### src/rtl/uart_pkg.sv
// Shared UART definitions: receiver FSM states, parity encodings and the parity
// helper also used by the TX parity calculator.
package uart_pkg;

  localparam int unsigned MAX_DATA_WIDTH = 9;

  localparam logic PAR_EVEN = 1'b0;
  localparam logic PAR_ODD  = 1'b1;

  typedef enum logic [2:0] {
    IDLE,
    START,
    DATA,
    PARITY,
    STOP
  } rx_state_e;

  // Expected parity bit for a data word; narrower words are zero-extended by the caller.
  function automatic logic calc_parity(input logic [MAX_DATA_WIDTH-1:0] data,
                                       input logic                      par_typ);
    return (par_typ == PAR_EVEN) ? (^data) : ~(^data);
  endfunction

endpackage

### src/rtl/uart_rx_sampler.sv
// Per-bit timing for the UART receiver: sample counter, mid-bit 3-sample majority
// vote, and the decision (sample_done_c) / end-of-bit (bit_tick_c) strobes.
module uart_rx_sampler #(
  parameter int unsigned OVERSAMPLE = 8
) (
  input  logic clk,
  input  logic rst,
  input  logic en,
  input  logic rxs,
  output logic sample_done_c,
  output logic bit_tick_c,
  output logic bit_val_c
);

  localparam int unsigned CW = $clog2(OVERSAMPLE);

  localparam logic [CW-1:0] MID_LO = CW'(OVERSAMPLE / 2 - 1);
  localparam logic [CW-1:0] MID    = CW'(OVERSAMPLE / 2);
  localparam logic [CW-1:0] MID_HI = CW'(OVERSAMPLE / 2 + 1);
  localparam logic [CW-1:0] LAST   = CW'(OVERSAMPLE - 1);

  logic [CW-1:0] smp_cnt;
  logic          s_lo;
  logic          s_mid;

  // Counter is held at 0 whenever the next cycle is not part of a frame.
  always_ff @(posedge clk) begin
    if (rst) begin
      smp_cnt <= '0;
      s_lo    <= 1'b1;
      s_mid   <= 1'b1;
    end else begin
      if (!en) begin
        smp_cnt <= '0;
      end else if (bit_tick_c) begin
        smp_cnt <= '0;
      end else begin
        smp_cnt <= smp_cnt + CW'(1);
      end
      if (smp_cnt == MID_LO) s_lo  <= rxs;
      if (smp_cnt == MID)    s_mid <= rxs;
    end
  end

  // Third sample is the live line value at the decision point.
  assign sample_done_c = (smp_cnt == MID_HI);
  assign bit_tick_c    = (smp_cnt == LAST);
  assign bit_val_c     = (s_lo & s_mid) | (s_lo & rxs) | (s_mid & rxs);

endmodule

### src/rtl/uart_rx.sv
// Oversampling UART receiver: synchroniser, start-bit validation, LSB-first
// deserialiser, optional parity check and stop-bit check. Optional parity via UART_RX_PARITY_EN.
module uart_rx
  import uart_pkg::*;
#(
  parameter int unsigned DATA_WIDTH = 8,
  parameter int unsigned OVERSAMPLE = 8
) (
  input  logic                  clk,
  input  logic                  rst,
  input  logic                  rx_in,
  input  logic                  par_en,
  input  logic                  par_typ,
  output logic [DATA_WIDTH-1:0] p_data,
  output logic                  data_valid,
  output logic                  par_err,
  output logic                  stop_err
);

  localparam int unsigned BCW = $clog2(DATA_WIDTH);
  localparam logic [BCW-1:0] LAST_BIT = BCW'(DATA_WIDTH - 1);

  if ((OVERSAMPLE < 4) || ((OVERSAMPLE % 2) != 0)) begin : g_bad_oversample
    $error("uart_rx: OVERSAMPLE must be even and >= 4");
  end
  if ((DATA_WIDTH < 5) || (DATA_WIDTH > MAX_DATA_WIDTH)) begin : g_bad_width
    $error("uart_rx: DATA_WIDTH must be in 5..9");
  end

  logic                  sync1;
  logic                  rxs;
  rx_state_e             state_q;
  rx_state_e             state_d;
  logic [BCW-1:0]        bit_cnt;
  logic [DATA_WIDTH-1:0] shift_q;

  logic smp_en_c;
  logic sample_done_c;
  logic bit_tick_c;
  logic bit_val_c;
  logic cfg_ld_c;
  logic bit_wr_c;
  logic bit_adv_c;
  logic frame_end_c;
  logic frame_par_bad_c;

`ifdef UART_RX_PARITY_EN
  logic par_en_q;
  logic par_typ_q;
  logic par_bad_q;
  logic par_chk_c;
`endif

  // Two-flop synchroniser; reset to the idle line level.
  always_ff @(posedge clk) begin
    if (rst) begin
      sync1 <= 1'b1;
      rxs   <= 1'b1;
    end else begin
      sync1 <= rx_in;
      rxs   <= sync1;
    end
  end

  // Counter runs on the IDLE cycle that first sees rxs low, making it sample 0.
  assign smp_en_c = (state_d != IDLE);

  uart_rx_sampler #(
    .OVERSAMPLE (OVERSAMPLE)
  ) u_sampler (
    .clk           (clk),
    .rst           (rst),
    .en            (smp_en_c),
    .rxs           (rxs),
    .sample_done_c (sample_done_c),
    .bit_tick_c    (bit_tick_c),
    .bit_val_c     (bit_val_c)
  );

  always_ff @(posedge clk) begin
    if (rst) begin
      state_q <= IDLE;
    end else begin
      state_q <= state_d;
    end
  end

  always_comb begin
    state_d     = state_q;
    cfg_ld_c    = 1'b0;
    bit_wr_c    = 1'b0;
    bit_adv_c   = 1'b0;
    frame_end_c = 1'b0;
`ifdef UART_RX_PARITY_EN
    par_chk_c   = 1'b0;
`endif
    case (state_q)
      IDLE: begin
        if (!rxs) state_d = START;
      end
      START: begin
        if (sample_done_c && bit_val_c) begin
          state_d = IDLE;
        end else if (bit_tick_c) begin
          state_d  = DATA;
          cfg_ld_c = 1'b1;
        end
      end
      DATA: begin
        bit_wr_c = sample_done_c;
        if (bit_tick_c) begin
          bit_adv_c = 1'b1;
          if (bit_cnt == LAST_BIT) begin
`ifdef UART_RX_PARITY_EN
            state_d = par_en_q ? PARITY : STOP;
`else
            state_d = STOP;
`endif
          end
        end
      end
`ifdef UART_RX_PARITY_EN
      PARITY: begin
        par_chk_c = sample_done_c;
        if (bit_tick_c) state_d = STOP;
      end
`endif
      // Leave at the decision point so a short stop bit still allows back-to-back frames.
      STOP: begin
        if (sample_done_c) begin
          state_d     = IDLE;
          frame_end_c = 1'b1;
        end
      end
      default: state_d = IDLE;
    endcase
  end

  always_ff @(posedge clk) begin
    if (rst) begin
      bit_cnt    <= '0;
      shift_q    <= '0;
      p_data     <= '0;
      data_valid <= 1'b0;
      stop_err   <= 1'b0;
    end else begin
      data_valid <= 1'b0;
      stop_err   <= 1'b0;
      if (cfg_ld_c) begin
        bit_cnt <= '0;
      end else if (bit_adv_c) begin
        bit_cnt <= (bit_cnt == LAST_BIT) ? '0 : bit_cnt + BCW'(1);
      end
      if (bit_wr_c) shift_q[bit_cnt] <= bit_val_c;
      if (frame_end_c) begin
        stop_err <= ~bit_val_c;
        if (bit_val_c && !frame_par_bad_c) begin
          data_valid <= 1'b1;
          p_data     <= shift_q;
        end
      end
    end
  end

`ifdef UART_RX_PARITY_EN
  assign frame_par_bad_c = par_bad_q;

  // Frame format is latched on leaving START and held until the next frame.
  always_ff @(posedge clk) begin
    if (rst) begin
      par_en_q  <= 1'b0;
      par_typ_q <= PAR_EVEN;
      par_bad_q <= 1'b0;
      par_err   <= 1'b0;
    end else begin
      par_err <= 1'b0;
      if (cfg_ld_c) begin
        par_en_q  <= par_en;
        par_typ_q <= par_typ;
        par_bad_q <= 1'b0;
      end
      if (par_chk_c) begin
        par_bad_q <= (bit_val_c != calc_parity(MAX_DATA_WIDTH'(shift_q), par_typ_q));
      end
      if (frame_end_c) par_err <= par_bad_q;
    end
  end
`else
  logic unused_par_c;

  assign frame_par_bad_c = 1'b0;
  assign par_err         = 1'b0;
  assign unused_par_c    = ^{par_en, par_typ};
`endif

endmodule

### config.mk
export PLATFORM = sky130hd
export DESIGN_NAME = uart_rx
export DESIGN_NICKNAME = d
export VERILOG_FILES = /design/src/rtl/uart_pkg.sv /design/src/rtl/uart_rx_sampler.sv /design/src/rtl/uart_rx.sv
export SDC_FILE = /design/constraint.sdc
export NUM_CORES = 1
export LEC_CHECK = 0
export ABC_AREA = 1
export CAP_MARGIN = 25
export CORE_UTILIZATION = 35
export CTS_CLUSTER_SIZE = 24
export DETAILED_ROUTE_END_ITERATION = 10
export MAX_ROUTING_LAYER = met4
export SKIP_LAST_GASP = 1
export SYNTH_ARGS = -nofsm -noshare
export SYNTH_HDL_FRONTEND = slang
export SYNTH_SLANG_ARGS = --single-unit
### constraint.sdc
create_clock -name clk -period 2.7 [get_ports clk]
set_input_delay 0.81 -clock clk [delete_from_list [all_inputs] [get_ports clk]]
set_output_delay 0.81 -clock clk [all_outputs]
set_load 0.03 [all_outputs]
**Yosys cells after proc, flatten, opt, wreduce, memory -nomap -nowiden**

Cells that the tools add are included.

- Register bits after elaboration: 31
- Input port bits: 5

- Add/sub/neg operators: 2
- Order comparisons: 2
- Equal/unequal tests: 8
- Muxes and demuxes: 19
- Bitwise operators: 8
- Reductions and logical operators: 8

Operators with widths:

| kind | count |
|---|---|
| two-way mux 3 bit | 7 |
| == test 3 bit, second input constant | 5 |
| case mux 3 bit (4 select lines) | 1 |
| two-way mux 1 bit | 9 |
| bitwise mux 8 bit | 1 |
| adder 3 x 1 -> 3 bit, second input constant | 2 |
| == test 3 x 2 -> 1 bit, second input constant | 2 |
| less-than comparator 3 x 4 -> 1 bit, second input constant | 1 |
| OR reduction 2 bit | 2 |
| bitwise AND 1 bit | 3 |
| demux 1 bit (select 3 bit) | 1 |
| == test 3 x 1 -> 1 bit, second input constant | 1 |
| greater-or-equal comparator 3 x 1 -> 1 bit, second input constant | 1 |
| zero test 3 bit | 1 |
| inverter 1 bit | 3 |
| nonzero test 3 bit | 1 |
| OR reduction 3 bit | 1 |
| logical AND 1 bit | 2 |
| bitwise OR 1 bit | 2 |
| AND reduction 2 bit | 1 |

**Longest topological paths before layout**

Gate-level depths: netlist (run 1).

- Word-level depth: 9
- Mapped depth: 11

**By module**

A second synthesis (run 1) with hierarchy kept.

- Cell total of the unflattened synthesis: 208
- Area, all modules: 1,446.4 sq um

Modules (own cells, without submodules):

| module | times used | cells an instance | area each (sq um) | sequential area each (sq um) |
|---|---|---|---|---|
| uart_rx | 1 | 175 | 1,186.1 | 520.5 |
| uart_rx_sampler | 1 | 33 | 260.2 | 100.1 |

**Worst setup path after synthesis (run 1)**

No wires, ideal clock.

- Path type: input -> register
- Start: in rst
- End: reg data_valid
- Library setup time: 0.128 ns
- Data arrival time: 1.358 ns
- Path slack: 1.214 ns
- Stages on the path: 3
- Path through: clkbuf_1 clkbuf_1 nor2_1

- Word-level cells in the longest chain between the ends: 1

RTL lines:

| element | RTL line | RTL |
|---|---|---|
| start: declaration | uart_rx.sv:10 | `input logic rst,` |
| OR reduction 2 bit (no line) | - |  |
| end signal: assignment | uart_rx.sv:144 | `data_valid <= 1'b0;` |
| end signal: assignment | uart_rx.sv:147 | `data_valid <= 1'b0;` |
| end signal: assignment | uart_rx.sv:158 | `data_valid <= 1'b1;` |
| end: declaration | uart_rx.sv:15 | `output logic data_valid,` |

No other way between the ends.
A chain may end at the register's enable or synchronous reset.

**Worst setup path after layout (run 1)**

- Start: reg p_data[2]
- End: out p_data[2]

RTL lines:

| element | RTL line | RTL |
|---|---|---|
| start: declaration | uart_rx.sv:14 | `output logic [DATA_WIDTH-1:0] p_data,` |
| start signal: assignment | uart_rx.sv:159 | `p_data <= shift_q;` |

No word-level cell between the ends.

==> impl_metrics.py, run 1 <==
metrics = {
    "cts": {
        "cts_setup_buffers": 0,
        "cts_resized": 0,
        "cts.sink_count": 31,
        "clk_root_buffer_cell": "clkbuf_8",
        "cts_hold_buf": 0,
        "clk_latency_ns": 0.28,
        "cts_htree_levels": 2,
        "path_clk_slew_ns": 0.07,
        "cts_max_path_buffers": 2,
        "cts_tree": "built",
        "cts_made_buffers": 5,
    },
    "die": {
        "num_rows": 22,
        "die_height_um": 64.6,
        "die_w_um": 64.6,
        "start_util_pct": 36.9,
        "die_area_um2": 4170,
        "core_area_um2": 3720,
        "io_pins": 16,
    },
    "routing": {
        "vias": 1110,
        "drc_errors": 0,
        "drt_iter0_markers": 47,
        "ant_nets": 0,
        "post_drt_wl_per_cell_um": 10.1,
        "drt_pre_antenna_iters": 4,
        "routed_wl_um": 2470,
        "viasPerCell": 4.53,
    },
    "placed_design": {
        "port_buffers": 12,
        "hpwl_um": 1750,
        "gp_congestion": 0.753,
        "dpl_cell_area_um2": 1530,
    },
    "global_routing": {
        "grt_max_degree": 17,
        "grt_pass1_wl_um": 4530,
        "gr-total-overflow": 0,
        "grt_util_all_layers_pct": 14.7,
        "antenna_found_initial": 0,
        "grt_pass1_vias": 1036,
    },
    "cells_and_area": {
        "n_antenna_cell": 0,
        "nNetsFinal": 208,
        "area_growth_pct": 20.5,
        "mostFrequentLayoutCells": "nor2_1 (34), dfxtp_1 (31), inv_1 (19), o21ai_0 (18), nand2_1 (17)",
        "final_area_um2": 1650,
        "drive_gt1_share_pct": 13.7,
        "layout_commonest_cell": "nor2_1",
        "nFillCells": 391,
    },
    "status": {
        "outcome": "complete, no violations",
    },
    "synthesis": {
        "syn_nets": 193,
        "synth_area_leaders": "dfxtp_1 (45%), nor2_1 (9.3%), o21ai_0 (6.6%)",
        "netlist_area_um2": 1370,
        "ys_types": 25,
        "yosys.area.top_type": "dfxtp_1",
        "netlist.area_leader.share_pct": 45.3,
        "seq_area_frac_synth_pct": 45.3,
        "ys_warn_count": 0,
        "ys_ff_latch": 31,
        "syn_inst": 181,
        "synth.avg_cell_area_um2": 7.57,
    },
    "setup_path": {
        "worstPathArrival_ns": 1.28,
        "cp_max_fo": 2,
        "r2r_slack_ns": 1.17,
        "slowest_stage": "clkdlybuf4s50_1",
        "cpLargestDelayFamily": "buffers and inverters",
        "cp.required_ns": 1.89,
        "crit_chain": "clkdlybuf4s50_1",
        "start_kind": "flop",
        "endpoint_kind": "output port",
        "path_buf_inv": 1,
        "cpPeakStageDelay_ns": 0.67,
        "crit_type": "reg2out",
    },
    "flow_run": {
        "max_cap_violations": 0,
    },
    "power_and_ir_drop": {
        "power.leakage_nw": 0.720,
        "peakVddDrop_v": 0.000206,
        "powerDensity_nw_per_um2": 579,
    },
    "timing": {
        "rsz0062_at_grt": "no",
        "hold_viol_final": 0,
        "fmax_mhz": 479,
        "finalClockSkew_ns": 0.00519,
        "finalCriticalPeriod_ns": 2.09,
        "period_share_pct": 77.3,
        "fin_tns_setup_ns": 0,
        "maxSlewViolCount": 0,
        "setup_viol": 0,
    },
    "hold_path": {
        "hold_class": "reg2reg",
    },
}
-- registers in the layout (all words and copies together) (netlist names) --
name and count:
state_q 3, rxs 1, bit_cnt 3, shift_q 8, sync1 1, u_sampler.smp_cnt 3
data_valid 1, stop_err 1, u_sampler.s_lo 1, p_data 8, u_sampler.s_mid 1
-- per-stage QoR --
step | hold slack [ns] | util, % | setup slack [ns] | std cells | power [W]
after floorplan | 0.389 | - | 1.21 | 181 | 0.000492
after global placement | 0.392 | 41.2 | 0.824 | 237 | 0.000498
after detailed placement | 0.403 | 41.2 | 0.820 | 237 | 0.000498
after global routing | 0.451 | 44.4 | 0.573 | 245 | 0.000990
final | 0.416 | 44.4 | 0.613 | 245 | 0.000956
after CTS | 0.420 | 44.4 | 0.607 | 245 | 0.000965
-- layout make-up --
| cell class | count | area (µm²) | share of cell area, % |
|---|---|---|---|
| tap | 48 | 60.1 | 3.64 |
| sequential | 31 | 621 | 37.6 |
| clock buffer | 6 | 82.6 | 5.00 |
| inverter | 27 | 104 | 6.29 |
| timing repair buffer | 13 | 128 | 7.73 |
| multi-input combinational | 118 | 621 | 37.6 |
| clock inverter | 2 | 35.0 | 2.12 |
-- layer usage --
| metal | up-vias | share of wire, % | global-route usage (%) |
|---|---|---|---|
| li1 | 603 | - | - |
| met1 | 485 | 50 | 17.4 |
| met2 | 16 | 45 | 22.2 |
| met3 | 6 | 3.0 | 4.75 |
| met4 | 0 | 2.5 | 7.50 |
| met5 | - | 0 | - |
-- power breakdown --
part | switching (W) | internal [W]
Combinational | 0.0000160 | 0.00000906
Sequential | 0.00000189 | 0.000461
Clock | 0.000170 | 0.000298
Total | 0.000188 | 0.000768
-- path summary, 6_finish.rpt --
| check | start | cells past startpoint | endpoint |
|---|---|---|---|
| min reg2reg | sync1 | 1 | rxs |
| max | p_data[2] | 1 | p_data[2] |
| max reg2reg | u_sampler.smp_cnt[0] | 7 | u_sampler.smp_cnt[0] |
| min | sync1 | 1 | rxs |
-- synth_stat cells, drive strengths merged --
library cell  instances
nor2                 37
dfxtp                31
inv                  25
nand2                22
o21ai                19
a21oi                14
nand3                12
ha                    7
buf                   3
clkbuf                2
clkinv                2
nor3                  2
or2                   2
conb                  1
nand4                 1
nor4                  1
-- kinds of logic after synthesis --
kind of cell | count (synthesis) | synth area share, %
adders and majority gates | 7 | 6.39
buffers and inverters | 32 | 9.41
DFF | 31 | 45.3
other | 1 | 0.274
AOI/OAI and AO/OA | 33 | 12.1
and+or+nand+nor | 77 | 26.6
Note: power is estimated with default switching activity, not from simulation.
==> run 2, diff against run 1 <==
- clock period: 2.7 -> 2 ns (I/O delays scaled with it)
==> impl_metrics.py, run 2 (same netlist as run 1, synthesis figures left out) <==
metrics = {
    "cells_and_area": {
        "layout_commonest_cell": "nor2_1",
        "nNetsFinal": 208,
        "top_regs": "p_data: 8 flops, shift_q: 8 flops",
        "n_antenna_cell": 0,
        "drive_gt1_share_pct": 13.7,
        "area_growth_pct": 20.5,
        "mostFrequentLayoutCells": "nor2_1 (34), dfxtp_1 (31), inv_1 (19), o21ai_0 (18), nand2_1 (17)",
        "instances_no_fill": 245,
    },
    "routing": {
        "ant_nets": 0,
        "drc_errors": 0,
        "drt_pre_antenna_iters": 5,
        "drt_iter0_markers": 48,
        "viasPerCell": 4.57,
        "routed_wl_um": 2450,
        "vias": 1119,
        "post_drt_wl_per_cell_um": 10.0,
    },
    "die": {
        "start_util_pct": 36.9,
        "core_area_um2": 3720,
        "num_rows": 22,
        "io_pins": 16,
        "die_area_um2": 4170,
        "die_height_um": 64.6,
        "die_w_um": 64.6,
    },
    "setup_path": {
        "path_buf_inv": 1,
        "endpoint_kind": "output port",
        "slowest_stage": "clkdlybuf4s50_1",
        "worstPathArrival_ns": 1.27,
        "r2r_slack_ns": 0.48,
        "cpLargestDelayFamily": "buffers and inverters",
        "r2r-start": "u_sampler.smp_cnt[0]",
        "cp_max_fo": 2,
        "r2r-end": "u_sampler.smp_cnt[2]",
        "cpPeakStageDelay_ns": 0.66,
        "cp.required_ns": 1.40,
        "ff2ff_path_depth": 8,
        "crit_type": "reg2out",
        "crit_chain": "clkdlybuf4s50_1",
        "start_kind": "flop",
    },
    "timing": {
        "period_share_pct": 93.7,
        "maxSlewViolCount": 0,
        "setup_viol": 0,
        "fmax_mhz": 533,
        "finalClockSkew_ns": 0.00507,
        "finalCriticalPeriod_ns": 1.87,
        "rsz0062_at_grt": "no",
        "fin_tns_setup_ns": 0,
        "hold_viol_final": 0,
    },
    "power_and_ir_drop": {
        "peakVddDrop_v": 0.000272,
        "powerDensity_nw_per_um2": 781,
        "power.leakage_nw": 0.720,
    },
    "global_routing": {
        "grt_util_all_layers_pct": 15.4,
        "grt_pass1_vias": 1081,
        "grt_max_degree": 17,
        "grt_pass1_wl_um": 4700,
        "antenna_found_initial": 0,
        "gr-total-overflow": 0,
    },
    "status": {
        "outcome": "complete, no violations",
    },
    "hold_path": {
        "min_to": "rxs",
        "min_from": "sync1",
        "hold_depth": 1,
        "hold_class": "reg2reg",
    },
    "placed_design": {
        "hpwl_um": 1730,
        "gp_congestion": 0.743,
        "dp.cells": 237,
        "port_buffers": 12,
    },
    "cts": {
        "cts.sink_count": 31,
        "clk_root_buffer_cell": "clkbuf_8",
        "clk_latency_ns": 0.28,
        "cts_tree": "built",
        "cts_max_path_buffers": 2,
        "cts_setup_buffers": 0,
        "cts_htree_levels": 2,
        "cts_resized": 0,
        "cts_made_buffers": 5,
        "cts_hold_buf": 0,
        "path_clk_slew_ns": 0.07,
    },
    "flow_run": {
        "max_cap_violations": 0,
    },
}
-- run 2: worst max-delay path by stage --
stage                               from  cells past startpoint                    to
floorplan           u_sampler.smp_cnt[0]                      9  u_sampler.smp_cnt[0]
finish                         p_data[6]                      1             p_data[6]
global placement                     rst                      4            bit_cnt[2]
detailed placement                   rst                      4            bit_cnt[1]
CTS                            p_data[5]                      1             p_data[5]
global route                   p_data[6]                      1             p_data[6]
-- run 2: routing by layer --
layer	global-route usage, %	share of wire (%)	vias to the layer above
met5	-	0	-
met4	8.61	2.6	0
met3	5.81	3.4	6
met2	22.6	45	22
met1	17.9	49	490
li1	-	-	601
-- run 2: through the flow --
stage	instance area, µm²	setup slack, ns	util [%]	hold WS, ns	power [W]
finish	1650	0.125	44.4	0.416	0.00129
detailed placement	1530	0.336	41.2	0.404	0.000673
global placement	1530	0.361	41.2	0.392	0.000672
CTS	1650	0.115	44.4	0.418	0.00130
floorplan	1370	0.591	-	0.389	0.000664
global route	1650	0.0729	44.4	0.448	0.00134
-- run 2: layout make-up --
cell class / instances / area (µm²)
inverters: 27 / 104
clock buffers: 6 / 82.6
fillers: 401 / 2070
well taps: 48 / 60.1
clock inverters: 2 / 35.0
multi-input cells: 118 / 621
repair buffers: 13 / 128
flip-flops and latches: 31 / 621
-- run 2: power breakdown --
group | internal, W | switching, W
logic | 0.0000122 | 0.0000219
clock network | 0.000403 | 0.000228
registers | 0.000622 | 0.00000257
==> run 3, diff against run 2 <==
- CORE_ASPECT_RATIO: default -> 0.8
- CTS_CLUSTER_SIZE: 24 -> 28
==> impl_metrics.py, run 3 (same netlist as run 1, synthesis figures left out) <==
metrics = {
    "routing": {
        "drt_iter0_markers": 48,
        "ant_nets": 0,
        "post_drt_wl_per_cell_um": 10.2,
        "drc_errors": 0,
        "routed_wl_um": 2540,
        "drt_pre_antenna_iters": 4,
        "viasPerCell": 4.52,
        "vias": 1129,
    },
    "placed_design": {
        "dpl_cell_area_um2": 1550,
        "port_buffers": 12,
        "hpwl_um": 1910,
        "gp_congestion": 0.770,
    },
    "setup_path": {
        "cp_max_fo": 2,
        "worstPathArrival_ns": 1.28,
        "crit_type": "reg2out",
        "cpLargestDelayFamily": "buffers and inverters",
        "endpoint_kind": "output port",
        "r2r-start": "u_sampler.smp_cnt[0]",
        "path_buf_inv": 1,
        "r2r-end": "u_sampler.smp_cnt[0]",
        "crit_start": "p_data[3]",
        "r2r_slack_ns": 0.49,
        "cpPeakStageDelay_ns": 0.67,
        "start_kind": "flop",
        "crit_chain": "clkdlybuf4s50_1",
        "crit_cells": 1,
        "cp.required_ns": 1.40,
        "slowest_stage": "clkdlybuf4s50_1",
        "ff2ff_path_depth": 9,
        "critPathCapture": "p_data[3]",
    },
    "cts": {
        "cts_hold_buf": 0,
        "cts_htree_levels": 2,
        "clk_root_buffer_cell": "clkbuf_8",
        "cts_max_path_buffers": 2,
        "clk_latency_ns": 0.28,
        "cts.sink_count": 31,
        "cts_resized": 0,
        "cts_tree": "built",
        "cts_made_buffers": 5,
        "path_clk_slew_ns": 0.06,
        "cts_setup_buffers": 0,
    },
    "power_and_ir_drop": {
        "powerDensity_nw_per_um2": 726,
        "seqPwrFrac_pct": 52.3,
        "peakVddDrop_v": 0.000374,
        "p_int_w": 0.000949,
        "power_frac_clock_pct": 44.8,
        "power.leakage_nw": 0.715,
        "switchingPower_w": 0.000245,
        "swShare_pct": 20.5,
        "power_frac_comb_pct": 2.9,
        "power.total_w": 0.00119,
    },
    "cells_and_area": {
        "final-seq-area_um2": 621,
        "top_regs": "p_data: 8 flops, shift_q: 8 flops",
        "nNetsFinal": 209,
        "area_growth_pct": 20.1,
        "final_area_um2": 1650,
        "drive_gt1_share_pct": 13.6,
        "layout_commonest_cell": "nor2_1",
        "multi_input_area_um2": 621,
        "nFillCells": 351,
        "n_antenna_cell": 0,
        "mostFrequentLayoutCells": "nor2_1 (34), dfxtp_1 (31), inv_1 (19), o21ai_0 (18), nand2_1 (17)",
    },
    "die": {
        "die_area_um2": 4170,
        "core_area_um2": 3590,
        "io_pins": 16,
        "start_util_pct": 38.2,
        "num_rows": 19,
        "die_w_um": 72.0,
        "die_height_um": 58.0,
    },
    "global_routing": {
        "grt_pass1_vias": 1061,
        "grt_util_all_layers_pct": 15.1,
        "grt_pass1_wl_um": 4550,
        "gr-total-overflow": 0,
        "grt_max_degree": 12,
        "antenna_found_initial": 0,
    },
    "timing": {
        "period_share_pct": 94.0,
        "fmax_mhz": 532,
        "maxSlewViolCount": 0,
        "finalCriticalPeriod_ns": 1.88,
        "fin_tns_setup_ns": 0,
        "holdWs_ns": 0.409,
        "hold_viol_final": 0,
        "finalClockSkew_ns": 0.00455,
        "setup_viol": 0,
        "rsz0062_at_grt": "no",
    },
    "hold_path": {
        "hold_class": "reg2reg",
    },
    "status": {
        "outcome": "complete, no violations",
    },
    "flow_run": {
        "max_cap_violations": 0,
    },
}
## run 3: cell count changes in the layout (fill, tap and decap cells not counted)
cell and delta:
clkbuf_1 +1, buf_4 +1, clkinv_2 -1, bufinv_16 -1
clkbuf_8 +1
## run 3: per-layer routing
metal	global-route usage (%)	wire length, µm	share of wire (%)	vias to the layer above
met5	-	0	0	-
met4	9.24	65	2.6	0
met3	4.87	89	3.5	7
met2	21.7	1070	42	18
met1	18.3	1320	52	502
li1	-	-	-	602
## run 3: power by group through the flow
stage	Combinational [W]	Clock [W]	Sequential, W
after floorplan	0.0000261	0	0.000638
final	0.0000350	0.000535	0.000624
after detailed placement	0.0000353	0	0.000638
after CTS	0.0000354	0.000552	0.000624
after global placement	0.0000344	0	0.000638
after global routing	0.0000395	0.000589	0.000624
## run 3: how the worst min path moves through the flow
| stage | startpoint | endpoint | cells past startpoint |
|---|---|---|---|
| global placement | sync1 | rxs | 1 |
| global route | sync1 | rxs | 1 |
| finish | sync1 | rxs | 1 |
| floorplan | sync1 | rxs | 1 |
| CTS | sync1 | rxs | 1 |
| detailed placement | sync1 | rxs | 1 |
## run 3: final cells by class
cell class,count,share of cell area [%]
Timing Repair Buffer,14,8.21
Sequential cell,31,37.7
Multi-Input combinational cell,118,37.7
Clock buffer,8,6.08
Tap cell,52,3.95
Inverter,27,6.31
## run 3: stage by stage
stage	worst slack (ns)	std cells	util, %
floorplan	0.591	181	-
global placement	0.356	242	43.0
detailed placement	0.325	242	43.0
CTS	0.110	250	45.8
global route	0.0758	250	45.8
finish	0.119	250	45.8
